===== src/rtl/mem_access_unit.sv =====
// mem_access_unit: MEM-stage load/store unit. Launches one bus transaction per
// aligned load/store, stalls the pipeline until it completes, formats load data
// and flags misaligned accesses without touching the bus.
module mem_access_unit #(
    parameter int DATA_WIDTH = 32
) (
    input  logic                  clk,
    input  logic                  rst_n,
    input  logic                  MEM_MemRead_i,
    input  logic                  MEM_MemWrite_i,
    input  logic [DATA_WIDTH-1:0] MEM_alu_result_i,
    input  logic [DATA_WIDTH-1:0] MEM_wr_data_i,
    input  logic [DATA_WIDTH-1:0] MEM_instruction_i,
    output logic                  dmem_req_o,
    output logic                  dmem_we_o,
    output logic [DATA_WIDTH-1:0] dmem_addr_o,
    output logic [3:0]            dmem_be_o,
    output logic [DATA_WIDTH-1:0] dmem_wdata_o,
    input  logic                  dmem_gnt_i,
    input  logic                  dmem_rvalid_i,
    input  logic [DATA_WIDTH-1:0] dmem_rdata_i,
    output logic [DATA_WIDTH-1:0] MEM_rd_data_o,
    output logic                  MEM_stall_o,
    output logic                  MEM_misaligned_o
);

    typedef enum logic [1:0] {
        IDLE   = 2'b00,
        REQ    = 2'b01,
        WAIT_R = 2'b10,
        DONE   = 2'b11
    } state_t;

    state_t                  state_r;
    state_t                  state_nxt_s;
    logic                    op_s;
    logic                    is_read_s;
    logic                    misaligned_s;
    logic                    launch_s;
    logic                    stall_s;
    logic [2:0]              funct3_s;
    logic [1:0]              offs_s;
    logic                    unused_s;

    logic                    req_r;
    logic                    we_r;
    logic [DATA_WIDTH-1:0]   addr_r;
    logic [3:0]              be_r;
    logic [DATA_WIDTH-1:0]   wdata_r;
    logic [2:0]              funct3_r;
    logic [1:0]              offs_r;
    logic [DATA_WIDTH-1:0]   rd_data_r;

    // Size code is funct3[1:0]: 00 byte, 01 half, 1x word.
    function automatic logic is_misaligned(input logic [1:0] size, input logic [1:0] off);
        case (size)
            2'b00:   return 1'b0;
            2'b01:   return off[0];
            default: return (off != 2'b00);
        endcase
    endfunction

    function automatic logic [3:0] store_be(input logic [1:0] size, input logic [1:0] off);
        case (size)
            2'b00:   return 4'b0001 << off;
            2'b01:   return 4'b0011 << off;
            default: return 4'b1111;
        endcase
    endfunction

    function automatic logic [DATA_WIDTH-1:0] store_data(input logic [1:0] size,
                                                          input logic [DATA_WIDTH-1:0] d);
        case (size)
            2'b00:   return {4{d[7:0]}};
            2'b01:   return {2{d[15:0]}};
            default: return d;
        endcase
    endfunction

    // Selects the addressed lane and extends it; unknown funct3 behaves as LW.
    function automatic logic [DATA_WIDTH-1:0] load_format(input logic [DATA_WIDTH-1:0] w,
                                                           input logic [1:0] off,
                                                           input logic [2:0] f3);
        logic [DATA_WIDTH-1:0] sh;
        sh = w >> {off, 3'b000};
        case (f3)
            3'b000:  return {{24{sh[7]}}, sh[7:0]};
            3'b001:  return {{16{sh[15]}}, sh[15:0]};
            3'b100:  return {24'h000000, sh[7:0]};
            3'b101:  return {16'h0000, sh[15:0]};
            default: return w;
        endcase
    endfunction

    assign op_s         = MEM_MemRead_i | MEM_MemWrite_i;
    assign is_read_s    = MEM_MemRead_i;            // read wins when both are set
    assign funct3_s     = MEM_instruction_i[14:12];
    assign offs_s       = MEM_alu_result_i[1:0];
    assign misaligned_s = is_misaligned(funct3_s[1:0], offs_s);
    assign unused_s     = ^{MEM_instruction_i[31:15], MEM_instruction_i[11:0]};

    // Next-state and stall decode.
    always_comb begin
        state_nxt_s = state_r;
        stall_s     = 1'b0;
        launch_s    = 1'b0;
        case (state_r)
            IDLE: begin
                if (op_s && !misaligned_s) begin
                    state_nxt_s = REQ;
                    stall_s     = 1'b1;
                    launch_s    = 1'b1;
                end else begin
                    state_nxt_s = IDLE;
                end
            end
            REQ: begin
                stall_s = 1'b1;
                if (dmem_gnt_i) begin
                    state_nxt_s = we_r ? DONE : WAIT_R;
                end else begin
                    state_nxt_s = REQ;
                end
            end
            WAIT_R: begin
                stall_s = 1'b1;
                if (dmem_rvalid_i) begin
                    state_nxt_s = DONE;
                end else begin
                    state_nxt_s = WAIT_R;
                end
            end
            DONE: begin
                state_nxt_s = IDLE;
            end
            default: begin
                state_nxt_s = IDLE;
            end
        endcase
    end

    // State register and bus request handshake.
    always_ff @(posedge clk or negedge rst_n) begin
        if (!rst_n) begin
            state_r <= IDLE;
            req_r   <= 1'b0;
            we_r    <= 1'b0;
        end else begin
            state_r <= state_nxt_s;
            if (launch_s) begin
                req_r <= 1'b1;
                we_r  <= ~is_read_s;
            end else if ((state_r == REQ) && dmem_gnt_i) begin
                req_r <= 1'b0;
            end
        end
    end

    // Request payload captured at launch and held until the transaction ends.
    always_ff @(posedge clk or negedge rst_n) begin
        if (!rst_n) begin
            addr_r   <= '0;
            be_r     <= 4'b0000;
            wdata_r  <= '0;
            funct3_r <= 3'b000;
            offs_r   <= 2'b00;
        end else if (launch_s) begin
            addr_r   <= {MEM_alu_result_i[DATA_WIDTH-1:2], 2'b00};
            be_r     <= is_read_s ? 4'b1111 : store_be(funct3_s[1:0], offs_s);
            wdata_r  <= is_read_s ? '0 : store_data(funct3_s[1:0], MEM_wr_data_i);
            funct3_r <= funct3_s;
            offs_r   <= offs_s;
        end
    end

    // Load result register; only a completing read updates it.
    always_ff @(posedge clk or negedge rst_n) begin
        if (!rst_n) begin
            rd_data_r <= '0;
        end else if ((state_r == WAIT_R) && dmem_rvalid_i) begin
            rd_data_r <= load_format(dmem_rdata_i, offs_r, funct3_r);
        end
    end

    assign dmem_req_o       = req_r;
    assign dmem_we_o        = we_r;
    assign dmem_addr_o      = addr_r;
    assign dmem_be_o        = be_r;
    assign dmem_wdata_o     = wdata_r;
    assign MEM_rd_data_o    = rd_data_r;
    assign MEM_stall_o      = stall_s;
    assign MEM_misaligned_o = rst_n & (state_r == IDLE) & op_s & misaligned_s;

endmodule


===== config.mk =====
export PLATFORM = sky130hd
export DESIGN_NAME = mem_access_unit
export DESIGN_NICKNAME = d
export VERILOG_FILES = /design/src/rtl/mem_access_unit.sv
export SDC_FILE = /design/constraint.sdc
export NUM_CORES = 1
export LEC_CHECK = 0
export ABC_AREA = 1
export BUFFER_PORTS_ARGS = -buffer_cell sky130_fd_sc_hd__clkbuf_2
export CORE_MARGIN = 2
export CORE_UTILIZATION = 52
export DETAILED_ROUTE_END_ITERATION = 10
export PLACE_DENSITY = 0.82
export RECOVER_POWER = 25
export SYNTH_ARGS = -nofsm -noshare
export SYNTH_HDL_FRONTEND = slang
export SYNTH_SLANG_ARGS = --single-unit

===== constraint.sdc =====
create_clock -name clk -period 2.5 [get_ports clk]
set_clock_uncertainty 0.15 [all_clocks]
set_input_delay 0.5 -clock clk [delete_from_list [all_inputs] [get_ports clk]]
set_output_delay 0.5 -clock clk [all_outputs]
set_load 0.02 [all_outputs]

-- Yosys cells after proc, flatten, opt, wreduce, memory -nomap -nowiden
Index checks and enable logic that the tools add are counted.
- logic and storage cells: 50
- register bits: 107
- bits of input ports: 134
- bitwise logic cells: 5
- shifts and indexed selects: 3
- eq/ne operators: 7
- muxes and demuxes: 16
- reductions and logical operators: 10
- operators by type and width (cell ; number):
    $pmux W32 S4 ; 1
    $pmux W32 S2 ; 1
    $mux W32 ; 1
    $shr A32 B5 Y16 ; 1
    $pmux W2 S4 ; 1
    $pmux W4 S2 ; 1
    $mux W1 ; 7
    $eq A3 B3 Y1 const B ; 2
    $eq A2 B1 Y1 const B ; 2
    $eq A2 B2 Y1 const B ; 2
    $logic_not A2 Y1 ; 2
    $mux W4 ; 1
    $pmux W1 S2 ; 2
    $reduce_bool A2 Y1 ; 2
    $shl A1 B2 Y4 const A ; 1
    $shl A2 B2 Y4 const A ; 1
    $and A1 B1 Y1 ; 3
    $eq A3 B1 Y1 const B ; 1
    $logic_and A1 B1 Y1 ; 3
    $logic_not A3 Y1 ; 1
    $mux W2 ; 1
    $reduce_or A2 Y1 ; 1
    $logic_not A1 Y1 ; 1
    $not A1 Y1 ; 1
    $or A1 B1 Y1 ; 1

-- Longest topological paths before layout
- depth after elaboration: 7
- mapped depth: 11

-- Worst setup path before layout
No wires, ideal clock.
- path type: reg2out
- from: reg state_r[0]
- to: out MEM_stall_o
- buffers on the path: 1
- path slack: 0.345 ns
- arrival: 1.505 ns
- cell stages (with the launch flop): 8
- path through: dfrtp_1 > inv_1 > ha_1 > inv_1 > nor2_1 > nand2_4 > buf_2 > a21oi_1
- longest elaborated chain between the ends: 3
- elaborated cells on any way between the ends: 5
- those cells by class: 2 x eq/ne; 1 x mux; 2 x reduce/logical
- RTL lines (item ; line ; text):
    from (decl) ; 34 ; state_t state_r;
    from (signal assigned) ; 149 ; state_r <= state_nxt_s;
    $eq A2 B1 Y1 / $eq A2 B2 Y1 (equally long branches) ; 107 ; case (state_r)
    $reduce_or A2 Y1 (no line) ; n/a ;
    $pmux W1 S2 * ; 107 ;
    to (decl) ; 23 ; output logic MEM_stall_o,
Every way passes the cells marked *; elsewhere a longest branch is shown, timed or not.

==> impl_metrics.prom <==
# TYPE chip_impl_metric gauge
chip_impl_metric{name="yosys_warnings",unit=""} 0
chip_impl_metric{name="top_area_cell_type_share_of_the_netlist_area",unit="%"} 48.70
chip_impl_metric{name="synth-seq-cells",unit=""} 107
chip_impl_metric{name="post_synth_instance_area",unit="um^2"} 5498
chip_impl_metric{name="flow.area_growth_from_synthesis",unit="%"} 23.92
chip_impl_metric{name="die_h",unit="um"} 106.8
chip_impl_info{name="tritoncts",value="yes"} 1
chip_impl_metric{name="post_cts_hold_buffer_count",unit=""} 0
chip_impl_metric{name="ctsHtreeMaxLevel",unit=""} 3
chip_impl_metric{name="clk_pin_slew",unit="ns"} 0.12
chip_impl_metric{name="grt_pass1_wl",unit="mm"} 23.69
chip_impl_metric{name="internal-power",unit="uW"} 4472
chip_impl_metric{name="post-route-drc-count",unit=""} 0
chip_impl_metric{name="clock_insertion_delay_worst_skew",unit="ns"} 0.37
chip_impl_info{name="cp-start-kind",value="flip-flop"} 1
chip_impl_metric{name="seq_power_share",unit="%"} 36.1
chip_impl_info{name="post_synth_most_frequent_cells",value="nand2_1 (308), dfrtp_1 (107), o21ai_0 (59), inv_1 (58), nand3_1 (45)"} 1
chip_impl_metric{name="power_switching",unit="uW"} 4010
chip_impl_metric{name="route.vias.total",unit=""} 5411
chip_impl_metric{name="worst_ep_required_time",unit="ns"} 1.85
chip_impl_metric{name="achievable-frequency",unit="MHz"} 419.9
chip_impl_metric{name="routed_via_density",unit=""} 5.071
chip_impl_metric{name="min_period",unit="ns"} 2.382
chip_impl_metric{name="finish.cell_count_without_fillers",unit=""} 1067
chip_impl_metric{name="ioPinCount",unit=""} 238
chip_impl_metric{name="synth_enable_flop_cells",unit=""} 0
chip_impl_metric{name="numPortBuffers",unit=""} 206
chip_impl_metric{name="irDropWorstVdd",unit="mV"} 0.6236
chip_impl_info{name="outcome",value="finished, final reports clean"} 1
chip_impl_metric{name="pwr_density_cell",unit="nW/um^2"} 1245
chip_impl_metric{name="worstPathArrival",unit="ns"} 1.73
chip_impl_metric{name="pre_cts_slack",unit="ns"} 0.3429
chip_impl_metric{name="timing.max_slew.rel_slack",unit="%"} 2.416
chip_impl_metric{name="cts.sink_count",unit=""} 107
chip_impl_info{name="clock-root-buffer",value="clkbuf_8"} 1
chip_impl_metric{name="synth_seq_area_share",unit="%"} 48.70
chip_impl_info{name="biggest_area_consumer_among_synthesized_cells",value="dfrtp_1"} 1
chip_impl_metric{name="area_occupied_by_registers",unit="um^2"} 2678
chip_impl_metric{name="power_switching_share",unit="%"} 47.28
chip_impl_info{name="ys.flop_type",value="dfrtp_1"} 1
chip_impl_metric{name="grt_pass1_vias",unit=""} 4929
chip_impl_metric{name="grtUsageTotal",unit="%"} 25.79
chip_impl_metric{name="finish.net_count",unit=""} 1065
chip_impl_metric{name="gp_congestion",unit=""} 0.8921
chip_impl_metric{name="totalNegativeSetupSlack",unit="ns"} 0
chip_impl_metric{name="avgSynthCellArea",unit="um^2"} 7.500
chip_impl_metric{name="detail_route.wl_per_cell",unit="um"} 13.80
chip_impl_metric{name="fill_cells",unit=""} 941
chip_impl_metric{name="finalSetupViolations",unit=""} 0
chip_impl_metric{name="cap_viol_max_count",unit=""} 0
chip_impl_info{name="critical_path.endpoint_type",value="output port"} 1
chip_impl_info{name="min-delay-path-class",value="in2reg"} 1
chip_impl_metric{name="maxSlewViolCount",unit=""} 0
chip_impl_metric{name="grt_max_degree",unit=""} 108
chip_impl_metric{name="hpwlAfterDp",unit="mm"} 10.50
chip_impl_info{name="rsz0062_at_grt",value="no"} 1
chip_impl_metric{name="area_of_combinational_cells_with_multiple_inputs",unit="um^2"} 2332
chip_impl_metric{name="antenna_found_initial",unit=""} 0
chip_impl_metric{name="timing.critical_path.fanout_max",unit=""} 6
chip_impl_metric{name="ys_types",unit=""} 26
chip_impl_metric{name="transition_time_at_the_pin_with_the_least_slew_margin",unit="ns"} 1.464
chip_impl_metric{name="power.share.clock",unit="%"} 13.9
chip_impl_info{name="most_instantiated_library_cell_after_synthesis",value="nand2_1"} 1
chip_impl_metric{name="detail_route.first_pass.iterations",unit=""} 5
chip_impl_metric{name="placedCellCount",unit=""} 1046
chip_impl_metric{name="postLayoutSetupSlackWorst",unit="ns"} 0.1183
chip_impl_metric{name="coreArea",unit="um^2"} 10280
chip_impl_metric{name="worst_hold_slack",unit="ns"} 0.1584
chip_impl_metric{name="final_layout_size_suffix_gt1_share",unit="%"} 28.89
chip_impl_metric{name="floorplan.die_area",unit="um^2"} 11410
chip_impl_info{name="worstSetupPathType",value="reg2out"} 1
chip_impl_metric{name="number_of_clock_buffers_inserted_by_tritoncts",unit=""} 9
chip_impl_metric{name="residual_overflow_from_global_routing",unit=""} 0
chip_impl_metric{name="post-route-period-util",unit="%"} 95.27
chip_impl_metric{name="antenna_violating_nets_post_route",unit=""} 0
chip_impl_metric{name="chipWidth",unit="um"} 106.8
chip_impl_metric{name="drt_iter0_markers",unit=""} 383
chip_impl_info{name="ys_top_cells_by_area",value="dfrtp_1 (49%), nand2_1 (21%), o21ai_0 (5.4%), nand3_1 (4.1%), inv_1 (4.0%)"} 1
chip_impl_metric{name="final_routed_wirelength_across_all_metal_layers",unit="mm"} 14.73
chip_impl_metric{name="fp-row-count",unit=""} 37
chip_impl_metric{name="p_leak",unit="uW"} 0.003943
chip_impl_metric{name="initial_utilization",unit="%"} 53.49
chip_impl_metric{name="final-hold-violation-count",unit=""} 0
chip_impl_metric{name="gate_count_post_synth",unit=""} 733
chip_impl_metric{name="cts-root-to-sink-buffers",unit=""} 2
chip_impl_metric{name="comb_power_share",unit="%"} 50.0
chip_impl_metric{name="count_of_inserted_antenna_diode_cells",unit=""} 0
chip_impl_metric{name="synthArstFlopShare",unit="%"} 100.0
## through the flow
stage	power (uW)	cell area (um^2)	util [%]
after global placement	7172	6563	63.85
after global routing	9122	6813	66.29
after CTS	8488	6792	66.08
final	8482	6813	66.29
after detailed placement	7288	6563	63.85
after floorplan	5933	5502	-
## power groups by stage
stage | combinational (uW) | sequential, uW | clock (uW)
3_3_place_gp | 4110 | 3070 | 0
4_1_cts | 4230 | 3050 | 1210
5_1_grt | 4690 | 3160 | 1280
3_5_place_dp | 4230 | 3060 | 0
6_report | 4240 | 3060 | 1180
2_1_floorplan | 2000 | 3940 | 0
## worst paths after layout
check | start | end | slack [ns] | cells after the start
max | flip-flop | MEM_stall_o | 0.12 | 7
min | MEM_alu_result_i[11] | dmem_addr_o[11]$_DFFE_PN0P_ | 0.16 | 3
max reg2reg | offs_r[0]$_DFFE_PN0P_ | MEM_rd_data_o[19]$_DFFE_PN0P_ | 0.39 | 7
min reg2reg | dmem_addr_o[13]$_DFFE_PN0P_ | dmem_addr_o[13]$_DFFE_PN0P_ | 0.34 | 2
max in group asynchronous | rst_n | MEM_rd_data_o[11]$_DFFE_PN0P_ | 0.70 | 2
min in group asynchronous | rst_n | MEM_rd_data_o[20]$_DFFE_PN0P_ | 0.56 | 2
## cell type report
class                           count  share of cell area [%]
Timing Repair Buffer              223                   17.17
Inverter                           63                   3.471
Clock buffer                        9                   1.818
Multi-Input combinational cell    522                   34.23
Sequential cell                   107                   39.30
Tap cell                          136                   2.498
Clock inverter                      7                   1.506
## repair_timing
item	CTS	global route
cloned	0	0
pin swaps	1	1
resized for setup	1	1
endpoints found under the setup margin	1	1
endpoints found under the hold margin	0	0
setup buffers	0	5
## routing by layer
layer | global-route usage [%] | wire (um) | vias to the layer above
li1 | - | - | 2674
met1 | 35.63 | 6344 | 2508
met2 | 41.72 | 7033 | 217
met3 | 6.444 | 1234 | 12
met4 | 5.009 | 118 | 0
met5 | 0 | 0 | -
## sequential cells by signal, summed over array words and instances, names as in the netlist, named ones only
register	count
funct3_r	3
state_r	1
dmem_wdata_o	32
dmem_addr_o	30
offs_r	2
dmem_be_o	4
dmem_req_o	1
MEM_rd_data_o	32
dmem_we_o	1
## cell usage in the layout, fill, tap and decap left out, types with 4 or more instances in the layout
master	instances
dfrtp_1	107
o21ai_0	59
clkbuf_2	205
nand3_1	45
clkbuf_8	9
o211ai_1	5
inv_1	57
nor2_1	14
buf_4	15
a21oi_1	42
ha_1	5
nand2_1	308
o21a_1	5
inv_2	4
or2_2	21
nor3_1	6
## cells by family after synthesis
logic type,share of synthesized area (%)
AOI/OAI and AO/OA,11.11
buffers and inverters,8.990
other,0.06821
and+or+nand+nor,30.00
DFF,48.70
adders and majority gates,1.138
## critical path: stages, from the launching register on
cell,delay [ns]
dfrtp_1,0.43
inv_1,0.12
ha_1,0.16
inv_1,0.05
nor2_2,0.18
nand2_4,0.09
a21oi_1,0.14
clkbuf_2,0.20
Power figures use the tool's default switching activity.
